`config.mk`:
```
export PLATFORM = sky130hd
export DESIGN_NAME = sync_fifo_stream_flat
export DESIGN_NICKNAME = d
export VERILOG_FILES = /design/src/rtl/sync_fifo_stream_if.sv /design/src/rtl/sync_fifo_stream.sv /design/src/flat_wrapper.sv
export SDC_FILE = /design/constraint.sdc
export NUM_CORES = 1
export LEC_CHECK = 0
export ABC_AREA = 0
export CORE_MARGIN = 5
export CORE_UTILIZATION = 47
export CTS_CLUSTER_DIAMETER = 80
export DETAILED_ROUTE_END_ITERATION = 8
export PLACE_DENSITY = 0.66
export SETUP_SLACK_MARGIN = 0.05
export SYNTH_ARGS = -nofsm -noshare
export SYNTH_HDL_FRONTEND = slang
export SYNTH_SLANG_ARGS = --single-unit
```
`constraint.sdc`:
```
create_clock -name clk -period 3.29 [get_ports clk]
set_clock_uncertainty 0.2 [all_clocks]
set_input_delay 0.329 -clock clk [delete_from_list [all_inputs] [get_ports clk]]
set_output_delay 0.329 -clock clk [all_outputs]
set_load 0.05 [all_outputs]
```
`src/rtl/sync_fifo_stream_if.sv`:
```
// Stream-side bundle of the synchronous FIFO: write port, read port,
// occupancy status, programmable thresholds and sticky error flags.
// The master modport is the user of the FIFO; the slave modport is the FIFO.
interface sync_fifo_stream_if #(
  parameter int DATA_WIDTH = 8,
  parameter int DEPTH      = 16
);
  localparam int CW = $clog2(DEPTH) + 1;

  // Control and write side
  logic                  i_clr;
  logic                  i_wr_en;
  logic [DATA_WIDTH-1:0] i_wr_data;

  // Read side
  logic                  i_rd_en;
  logic [DATA_WIDTH-1:0] o_rd_data;
  logic                  o_rd_valid;

  // Occupancy
  logic                  o_full;
  logic                  o_empty;
  logic [CW-1:0]         o_count;

  // Programmable watermarks
  logic [CW-1:0]         i_afull_thr;
  logic [CW-1:0]         i_aempty_thr;
  logic                  o_almost_full;
  logic                  o_almost_empty;

  // Sticky error flags
  logic                  o_overflow;
  logic                  o_underflow;

  modport master (
    output i_clr,
    output i_wr_en,
    output i_wr_data,
    output i_rd_en,
    output i_afull_thr,
    output i_aempty_thr,
    input  o_rd_data,
    input  o_rd_valid,
    input  o_full,
    input  o_empty,
    input  o_count,
    input  o_almost_full,
    input  o_almost_empty,
    input  o_overflow,
    input  o_underflow
  );

  modport slave (
    input  i_clr,
    input  i_wr_en,
    input  i_wr_data,
    input  i_rd_en,
    input  i_afull_thr,
    input  i_aempty_thr,
    output o_rd_data,
    output o_rd_valid,
    output o_full,
    output o_empty,
    output o_count,
    output o_almost_full,
    output o_almost_empty,
    output o_overflow,
    output o_underflow
  );
endinterface

```
`src/rtl/sync_fifo_stream.sv`:
```
// Synchronous single-clock FIFO with a selectable read mode.
//   FWFT=0 : standard mode, an accepted read returns its word one cycle later.
//   FWFT=1 : first-word-fall-through, the head word is always presented with
//            o_rd_valid while the FIFO holds data; i_rd_en pops it.
// Storage is an inferred RAM with a registered read port. In FWFT mode the
// output stage is a copy of the head entry, not an extra slot, so capacity is
// exactly DEPTH words in both modes and o_count always reports words held.
module sync_fifo_stream #(
  parameter int DATA_WIDTH = 8,
  parameter int DEPTH      = 16,
  parameter bit FWFT       = 1'b0
) (
  input  logic              clk,
  input  logic              rst_n,
  sync_fifo_stream_if.slave bus
);

  localparam int AW = $clog2(DEPTH);
  localparam int CW = AW + 1;

  // ------------------------------------------------------------------
  // Storage and state
  // ------------------------------------------------------------------
  logic [DATA_WIDTH-1:0] mem [DEPTH];
  logic [DATA_WIDTH-1:0] ram_q_reg;

  // Pointers carry one bit above the address so that "same slot, different
  // lap" (full) can be told apart from "same slot, same lap" (empty).
  logic [CW-1:0] wr_ptr_reg;
  logic [CW-1:0] rd_ptr_reg;
  logic [CW-1:0] count_reg;

  logic overflow_reg;
  logic underflow_reg;
  logic rd_valid_reg;

  logic          full;
  logic          empty;
  logic          wr_ok;
  logic          rd_ok;
  logic          ram_re;
  logic [AW-1:0] ram_addr;

  // ------------------------------------------------------------------
  // Status and handshake acceptance (all from pre-edge state)
  // ------------------------------------------------------------------
  // Full when the write pointer is exactly one lap ahead of the read pointer;
  // this always coincides with count_reg == DEPTH since both move together.
  assign full  = (wr_ptr_reg == {~rd_ptr_reg[AW], rd_ptr_reg[AW-1:0]});

  // In FWFT mode the output stage is occupied exactly when the FIFO holds
  // data, so emptiness is read straight off the valid flag.
  assign empty = FWFT ? !rd_valid_reg : (count_reg == '0);

  // Flush wins over both ports: nothing is stored or consumed in that cycle.
  assign wr_ok = bus.i_wr_en && !full  && !bus.i_clr;
  assign rd_ok = bus.i_rd_en && !empty && !bus.i_clr;

  assign bus.o_full         = full;
  assign bus.o_empty        = empty;
  assign bus.o_count        = count_reg;
  assign bus.o_rd_valid     = rd_valid_reg;
  assign bus.o_overflow     = overflow_reg;
  assign bus.o_underflow    = underflow_reg;

  // Watermarks compare live thresholds against the registered count.
  assign bus.o_almost_full  = (count_reg >= bus.i_afull_thr);
  assign bus.o_almost_empty = (count_reg <= bus.i_aempty_thr);

  // ------------------------------------------------------------------
  // RAM
  // ------------------------------------------------------------------
  // Write port: accepted words land at the tail slot.
  always_ff @(posedge clk) begin
    if (wr_ok) begin
      mem[wr_ptr_reg[AW-1:0]] <= bus.i_wr_data;
    end
  end

  // Registered read port with enable; holds its last word when idle.
  always_ff @(posedge clk) begin
    if (ram_re) begin
      ram_q_reg <= mem[ram_addr];
    end
  end

  // ------------------------------------------------------------------
  // Pointers and occupancy counter
  // ------------------------------------------------------------------
  // Advance pointers on accepted transfers; reset and flush return to zero.
  always_ff @(posedge clk) begin
    if (!rst_n) begin
      wr_ptr_reg <= '0;
      rd_ptr_reg <= '0;
    end else if (bus.i_clr) begin
      wr_ptr_reg <= '0;
      rd_ptr_reg <= '0;
    end else begin
      if (wr_ok) begin
        wr_ptr_reg <= wr_ptr_reg + CW'(1);
      end
      if (rd_ok) begin
        rd_ptr_reg <= rd_ptr_reg + CW'(1);
      end
    end
  end

  // Count moves only when exactly one side transfers.
  always_ff @(posedge clk) begin
    if (!rst_n) begin
      count_reg <= '0;
    end else if (bus.i_clr) begin
      count_reg <= '0;
    end else begin
      case ({wr_ok, rd_ok})
        2'b10:   count_reg <= count_reg + CW'(1);
        2'b01:   count_reg <= count_reg - CW'(1);
        default: count_reg <= count_reg;
      endcase
    end
  end

  // ------------------------------------------------------------------
  // Sticky error flags
  // ------------------------------------------------------------------
  // Record any write attempt while full and any read attempt while empty;
  // cleared only by reset or flush.
  always_ff @(posedge clk) begin
    if (!rst_n) begin
      overflow_reg  <= 1'b0;
      underflow_reg <= 1'b0;
    end else if (bus.i_clr) begin
      overflow_reg  <= 1'b0;
      underflow_reg <= 1'b0;
    end else begin
      if (bus.i_wr_en && full) begin
        overflow_reg <= 1'b1;
      end
      if (bus.i_rd_en && empty) begin
        underflow_reg <= 1'b1;
      end
    end
  end

  // ------------------------------------------------------------------
  // Read-side output stage
  // ------------------------------------------------------------------
  generate
    if (FWFT) begin : gen_fwft
      logic                  load_ram;
      logic                  load_byp;
      logic                  sel_byp_reg;
      logic [DATA_WIDTH-1:0] byp_data_reg;

      // After a pop, the next head is already in RAM when at least two words
      // were held; prefetch it so it is presented without a bubble.
      assign load_ram = rd_ok && (count_reg > CW'(1));

      // The next head is the word being written right now when the FIFO is
      // empty, or when its only word is popped in the same cycle. The RAM
      // cannot return that word yet, so it is captured from the write port.
      assign load_byp = wr_ok &&
                        ((count_reg == '0) || (rd_ok && (count_reg == CW'(1))));

      assign ram_re   = load_ram;
      assign ram_addr = rd_ptr_reg[AW-1:0] + AW'(1);

      // Bypass capture of a freshly written head word.
      always_ff @(posedge clk) begin
        if (load_byp) begin
          byp_data_reg <= bus.i_wr_data;
        end
      end

      // Track which source holds the presented word and whether one exists.
      always_ff @(posedge clk) begin
        if (!rst_n) begin
          sel_byp_reg  <= 1'b0;
          rd_valid_reg <= 1'b0;
        end else if (bus.i_clr) begin
          sel_byp_reg  <= 1'b0;
          rd_valid_reg <= 1'b0;
        end else if (load_byp) begin
          sel_byp_reg  <= 1'b1;
          rd_valid_reg <= 1'b1;
        end else if (load_ram) begin
          sel_byp_reg  <= 1'b0;
          rd_valid_reg <= 1'b1;
        end else if (rd_ok) begin
          rd_valid_reg <= 1'b0;
        end
      end

      assign bus.o_rd_data = sel_byp_reg ? byp_data_reg : ram_q_reg;

    end else begin : gen_std
      // Standard mode: fetch the head on the accepted read edge.
      assign ram_re   = rd_ok;
      assign ram_addr = rd_ptr_reg[AW-1:0];

      // Valid for exactly the cycle after an accepted read. A read accepted
      // just before a flush still delivers its word during the flush cycle.
      always_ff @(posedge clk) begin
        if (!rst_n) begin
          rd_valid_reg <= 1'b0;
        end else begin
          rd_valid_reg <= rd_ok;
        end
      end

      assign bus.o_rd_data = ram_q_reg;
    end
  endgenerate

endmodule
```
`src/flat_wrapper.sv`:
```
// flat-port wrapper written by rule: the top's interface ports become plain ports
module sync_fifo_stream_flat 
#(
  parameter int DATA_WIDTH = 8,
  parameter int DEPTH      = 16,
  parameter bit FWFT       = 1'b0
)
  (clk, rst_n, bus_i_clr, bus_i_wr_en, bus_i_wr_data, bus_i_rd_en, bus_i_afull_thr, bus_i_aempty_thr, bus_o_rd_data, bus_o_rd_valid, bus_o_full, bus_o_empty, bus_o_count, bus_o_almost_full, bus_o_almost_empty, bus_o_overflow, bus_o_underflow);
  sync_fifo_stream_if #(.DATA_WIDTH(DATA_WIDTH), .DEPTH(DEPTH)) bus_i ();
  input  logic clk;
  input  logic rst_n;
  input wire logic [$bits(bus_i.i_clr)-1:0] bus_i_clr;
  input wire logic [$bits(bus_i.i_wr_en)-1:0] bus_i_wr_en;
  input wire logic [$bits(bus_i.i_wr_data)-1:0] bus_i_wr_data;
  input wire logic [$bits(bus_i.i_rd_en)-1:0] bus_i_rd_en;
  input wire logic [$bits(bus_i.i_afull_thr)-1:0] bus_i_afull_thr;
  input wire logic [$bits(bus_i.i_aempty_thr)-1:0] bus_i_aempty_thr;
  output wire logic [$bits(bus_i.o_rd_data)-1:0] bus_o_rd_data;
  output wire logic [$bits(bus_i.o_rd_valid)-1:0] bus_o_rd_valid;
  output wire logic [$bits(bus_i.o_full)-1:0] bus_o_full;
  output wire logic [$bits(bus_i.o_empty)-1:0] bus_o_empty;
  output wire logic [$bits(bus_i.o_count)-1:0] bus_o_count;
  output wire logic [$bits(bus_i.o_almost_full)-1:0] bus_o_almost_full;
  output wire logic [$bits(bus_i.o_almost_empty)-1:0] bus_o_almost_empty;
  output wire logic [$bits(bus_i.o_overflow)-1:0] bus_o_overflow;
  output wire logic [$bits(bus_i.o_underflow)-1:0] bus_o_underflow;
  assign bus_i.i_clr = bus_i_clr;
  assign bus_i.i_wr_en = bus_i_wr_en;
  assign bus_i.i_wr_data = bus_i_wr_data;
  assign bus_i.i_rd_en = bus_i_rd_en;
  assign bus_i.i_afull_thr = bus_i_afull_thr;
  assign bus_i.i_aempty_thr = bus_i_aempty_thr;
  assign bus_o_rd_data = bus_i.o_rd_data;
  assign bus_o_rd_valid = bus_i.o_rd_valid;
  assign bus_o_full = bus_i.o_full;
  assign bus_o_empty = bus_i.o_empty;
  assign bus_o_count = bus_i.o_count;
  assign bus_o_almost_full = bus_i.o_almost_full;
  assign bus_o_almost_empty = bus_i.o_almost_empty;
  assign bus_o_overflow = bus_i.o_overflow;
  assign bus_o_underflow = bus_i.o_underflow;
  sync_fifo_stream #(.DATA_WIDTH(DATA_WIDTH), .DEPTH(DEPTH), .FWFT(FWFT)) u_core (.clk(clk), .rst_n(rst_n), .bus(bus_i));
endmodule
```
After elaboration in Yosys (flattened, before gate mapping). Memory sizes are Yosys's and may differ from the RTL's. A register that Yosys moved wholly into a read port is not among the register bits. Cells that the tools add are included.

Add/sub/neg operators: 4. Multiply operators: 0. Divide/modulo/power cells: 0. Order comparisons: 2. Equal/unequal tests: 3. Shift-type cells: 0. Muxes and demuxes: 3. Bitwise logic cells: 2. Reductions and logical operators: 12.

Operator list (count): 5-bit by 1-bit adder with 5-bit output (second input constant) (3); 5-bit case mux with 2 select lines (1); 1-bit logical AND (6); 5-bit == test (1); 5-bit >= comparator (1); 5-bit less-or-equal comparator (1); 5-bit zero test (1); 5-bit by 1-bit subtractor with 5-bit output (second input constant) (1); 1-bit zero test (3); 2-bit by 1-bit == test with 1-bit output (second input constant) (1); 2-bit == test (second input constant) (1); 1-bit two-way mux (2); 1-bit NOT (2); 2-bit nonzero test (1); 2-bit OR reduction (1).

Register bits: 18. Latch bits: 0. Bits in writable memories: 128. Memory bits (read-only): 0. Input port bits: 23. Output and inout port bits: 20. Logic and storage cells: 33. Memories: 1.

Memories: u_core.mem (depth 16, width 8, read ports 1, clocked after memory_dff 1, write ports 1, line sync_fifo_stream.sv:24) `logic [DATA_WIDTH-1:0] mem [DEPTH];`.

Longest topological paths before layout.
Word-level depth: 7. Mapped depth: 13. Mapped depth without buffers: 12.

Least setup slack after synthesis. No wires, ideal clock.

Kind: reg-to-reg. Start: register u_core.count_reg[1] (netlist: u_core.bus.o_count[1]). End: register u_core.count_reg[4] (netlist: u_core.bus.o_count[4]). Library setup time: 71 ps. Arrival: 2813 ps. Required time: 3019 ps. Slack: 206 ps. Stages on the path, launching flop included: 10. Path buffers: 0. Clock period less this slack: 3084 ps. Path through: dfxtp_1 -> or4_4 -> o211a_4 -> ha_1 -> ha_1 -> nor2b_1 -> o21ai_0 -> a211oi_1 -> or3_1 -> a21oi_1.

Longest elaborated chain between the ends: 6. Elaborated cells on any way between the ends: 10. Those cells by class: add/sub (2); eq/ne (2); mux (1); reduce/logical (5).

RTL lines: start, declared (line sync_fifo_stream.sv:31) `logic [CW-1:0] count_reg;`; start signal, assigned (line sync_fifo_stream.sv:116) `2'b10: count_reg <= count_reg + CW'(1);`; start signal, assigned (line sync_fifo_stream.sv:117) `2'b01: count_reg <= count_reg - CW'(1);`; start signal, assigned (line sync_fifo_stream.sv:118) `default: count_reg <= count_reg;`; 5-bit zero test (*) (line sync_fifo_stream.sv:53) `assign empty = FWFT ? !rd_valid_reg : (count_reg == '0);`; 1-bit zero test (*) (line sync_fifo_stream.sv:57) `assign rd_ok = bus.i_rd_en && !empty && !bus.i_clr;`; 1-bit logical AND (*) (2 in a row) (line sync_fifo_stream.sv:57); named net u_core.ram_re (line sync_fifo_stream.sv:41) `logic ram_re;`; 2-bit by 1-bit == test with 1-bit output or 2-bit == test (tied branches) (line sync_fifo_stream.sv:115) `case ({wr_ok, rd_ok})`; 5-bit case mux with 2 select lines or 2-bit nonzero test (tied branches).

Mark *: on every way through the listed nets, which the timed path passes. The rest lies on a longest branch. A chain may end at the register's enable or synchronous reset.

Final worst setup path.
Start: register u_core.wr_ptr_reg[3]. End: register u_core.count_reg[4] (netlist: u_core.bus.o_count[4]).

Longest elaborated chain between the ends: 6. Elaborated cells on any way between the ends: 8. Those cells by class: eq/ne (3); mux (1); reduce/logical (4).

RTL lines: start, declared (line sync_fifo_stream.sv:29) `logic [CW-1:0] wr_ptr_reg;`; start signal, assigned (line sync_fifo_stream.sv:100) `wr_ptr_reg <= wr_ptr_reg + CW'(1);`; 5-bit == test (*) (line sync_fifo_stream.sv:49) `assign full = (wr_ptr_reg == {~rd_ptr_reg[AW], rd_ptr_reg[AW-1:0]});`; 1-bit zero test (*) (line sync_fifo_stream.sv:56) `assign wr_ok = bus.i_wr_en && !full && !bus.i_clr;`; 1-bit logical AND (*) (2 in a row) (line sync_fifo_stream.sv:56); 2-bit by 1-bit == test with 1-bit output or 2-bit == test (tied branches) (line sync_fifo_stream.sv:115); 5-bit case mux with 2 select lines or 2-bit nonzero test (tied branches).

Every way passes the cells marked *; elsewhere a longest branch is shown, timed or not.

==> summary.txt <==
Yosys
  – Main flop type after synthesis: edfxtp_1
  – Ys async rst share: 0%
  – Yosys warnings: 0
  – Unique masters post-synth: 43
  – Synth area leader: edfxtp_1
  – Post-synth top cells: 136 x edfxtp_1, 24 x mux4_2, 20 x nor2_1, 19 x ha_1, 18 x dfxtp_1
  – Syn_nets: 420
  – Register area share after synthesis: 67.9%
  – Flops & latches, synth: 154
  – Syn avg cell area: 17.4 um2
  – Post-synth EDFFs: 136
  – Synth Cell Area: 6550 um2
  – Top cell type's share of synthesized area: 62.4%
  – Top-count cell post-synth: edfxtp_1
  – Ranking of synthesized cells by area: edfxtp_1 62%, mux4_2 8.3%, dfxtp_1 5.5%
  – Cells after synthesis: 377

STA
  – Final Cycle Share: 93.1%
  – Final Max Slew Viols: 0
  – Fmax: 327 MHz
  – Slew HR: 55.0%
  – Final hold vios: 0
  – Unrepaired setup endpoints after global routing: yes
  – TNS Setup: 0 ns
  – Min Hold Slack: 0.276 ns
  – Worst Tran Pin Value: 0.676 ns
  – Post-layout minimum cycle time: 3.06 ns
  – Final setup violating endpoints: 0

Clock network
  – Clock buffer count from CTS: 17
  – Number of post-CTS setup repair buffers: 0
  – Clock Path Buffers: 2
  – TritonCTS clock tree: built
  – Worst-Skew Late Latency: 0.41 ns
  – CTS Sinks: 154
  – Htree depth: 4
  – CTS root buf: clkbuf_16
  – Clk slew on worst S/H paths: 0.06 ns

Cells and area
  – Share of layout cells above drive strength 1: 14.6%
  – Max reg flops: 128
  – Nets: 468
  – Post-Route Utilization: 55.3%
  – Filler instances: 1121
  – N_diodes: 0
  – Area grow syn2layout: 16.3%

Worst setup path
  – CP max FO: 18
  – Crit-path cells: xnor2_1 > nand3_2 > o211a_4 > inv_2 > ha_1 > inv_1 > fa_1 > nor2b_1 > o21ai_1 > nor4b_2 > or3_1 > a21oi_1
  – Required @ worst endpoint: 3.42 ns
  – Crit path capture type: flip-flop
  – Worst reg2reg startpoint: u_core.wr_ptr_reg[3]
  – R2R cell count: 12
  – Worst Setup EP: u_core.bus.o_count[4]
  – Flop2flop setup slack: 0.23 ns
  – Critical path type: reg -> reg
  – FF-to-FF End: u_core.bus.o_count[4]
  – Max stage delay on crit path: 0.44 ns
  – Crit path DAT: 3.19 ns
  – Worst setup SP type: flip-flop
  – Slowest cell on crit path: dfxtp_1
  – Crit. Startpoint: u_core.wr_ptr_reg[3]

Die
  – Die Width: 128 um
  – # rows: 43
  – Placeable core area: 13800 um2
  – IO Count: 43
  – Die area: 16400 um2
  – Die H: 128 um
  – Initial Util: 47.5%

Detailed routing
  – DR WL/cell: 19.6 um
  – Via count: 3353
  – Initial DRC Count: 264
  – DR DRC count: 0
  – Drt first pass iters: 4
  – DR vias/cell: 5.43
  – Remaining antenna violation count: 0
  – Routed WL: 12100 um

Global route
  – Met3 usage: 3.92%
  – GRT Util Overall: 15.8%
  – Vias in the first global route: 3362
  – Global-route wire length before repair: 19100 um
  – Initial antenna violation count: 0
  – Grt met2 use: 23.7%
  – GR Util met1: 22.8%
  – Pin count of the biggest net entering global routing: 36
  – Total gr overflow: 0
  – Grt peak-use layer: met2

Pwr
  – Sequential power share: 52.8%
  – Sw Pwr: 0.817 mW
  – Leakage: 2.58 nW
  – Proportion of power drawn by combinational gates: 3.7%
  – Clock power share: 43.5%
  – Internal power: 3.23 mW
  – Peak supply drop: 0.000340 V
  – Switching share of power: 20.2%
  – PwrDens: 532 nW/um2

Hold path
  – Hold crit path type: reg -> reg

Placed design
  – Post-DP HPWL: 7810 um
  – GPL Wtd Cong: 0.765
  – IO buf count: 42

Outcome
  – Outcome: finished, final reports clean

Job
  – MaxCap Viol Count: 0
==> layer usage <==
| metal | vias up | wire [um] |
|---|---|---|
| met5 | - | 0 |
| met3 | 16 | 620 |
| li1 | 1585 | - |
| met1 | 1683 | 5550 |
| met4 | 0 | 181 |
| met2 | 69 | 5720 |
==> metrics by stage <==
stage          setup WS (ns)  area [um2]  total power, mW  cells
6_report               0.227        7620             4.05    617
5_1_grt               0.0381        7620             4.20    617
4_1_cts                0.154        7610             4.08    617
3_5_place_dp           0.170        7070             2.33    586
3_3_place_gp           0.259        7070             2.33    586
2_1_floorplan          0.206        6550             2.26    377
==> how the worst min path moves through the flow <==
stage	from	end	slack, ns	cells past startpoint
after global routing	u_core.bus.o_overflow	u_core.bus.o_overflow	0.32	2
after detailed placement	u_core.bus.o_overflow	u_core.bus.o_overflow	0.27	2
after global placement	u_core.bus.o_underflow	u_core.bus.o_underflow	0.25	2
after CTS	u_core.bus.o_overflow	u_core.bus.o_overflow	0.28	2
final	u_core.bus.o_overflow	u_core.bus.o_overflow	0.28	2
after floorplan	bus_i_wr_data[0]	u_core.mem[0][0]	0.23	0
==> power groups by stage <==
stage                     logic, mW  registers [mW]  clock network [mW]
final                         0.149            2.14                1.76
after global routing          0.163            2.14                1.89
after CTS                     0.151            2.14                1.79
after detailed placement      0.150            2.18                   0
after global placement        0.147            2.18                   0
after floorplan              0.0699            2.19                   0
==> cell families after synthesis <==
kind of cell               after synthesis  share of synthesized area, %
AOI/OAI and AO/OA                       43                          4.32
muxes                                   41                          12.8
xor gates and xnor gates                13                          1.74
and+or+nand+nor                         72                          6.06
DFF                                    154                          67.9
adders and majority gates               20                          3.94
buffers and inverters                   34                          3.25
==> critical path, delay by kind of cell (launching register included) <==
kind,cells,cell delay (ns)
buffers and inverters,2,0.19
XOR/XNOR,1,0.16
AO/OA/AOI/OAI,3,0.56
flip-flops,1,0.44
AND/OR/NAND/NOR,4,0.79
adder cells (fa/ha/maj),2,0.65
==> what timing repair did <==
| item | CTS | global route |
|---|---|---|
| hold buffers | 0 | 0 |
| endpoints found under the setup margin | 0 | 2 |
| gates resized for setup | 0 | 4 |
==> layout by cell type (no fill, tap or decap), types with 3 or more instances in the layout <==
cell type / n
mux4_2: 24
nor2_1: 20
nand4_1: 3
a211oi_1: 9
nand2_1: 6
mux2i_1: 9
xor2_1: 8
clkbuf_1: 3
xnor2_1: 5
edfxtp_1: 136
mux4_1: 8
nand3_1: 4
and3_1: 16
dfxtp_1: 16
nor2b_1: 10
buf_4: 6
o21ai_0: 6
inv_1: 16
and2b_1: 5
o21a_1: 3
a21oi_1: 17
clkbuf_16: 17
clkdlybuf4s50_1: 39
clkinv_1: 3
ha_1: 19
==> layout make-up <==
cell class | instances | area (um2) | share of cell area [%]
multi-input cells | 189 | 1900 | 24.9
well taps | 180 | 225 | 2.96
inverters | 17 | 63.8 | 0.838
clock buffers | 20 | 437 | 5.73
flip-flops and latches | 154 | 4450 | 58.4
repair buffers | 46 | 448 | 5.88
clock inverters | 11 | 98.8 | 1.30
Power figures use the tool's default switching activity.
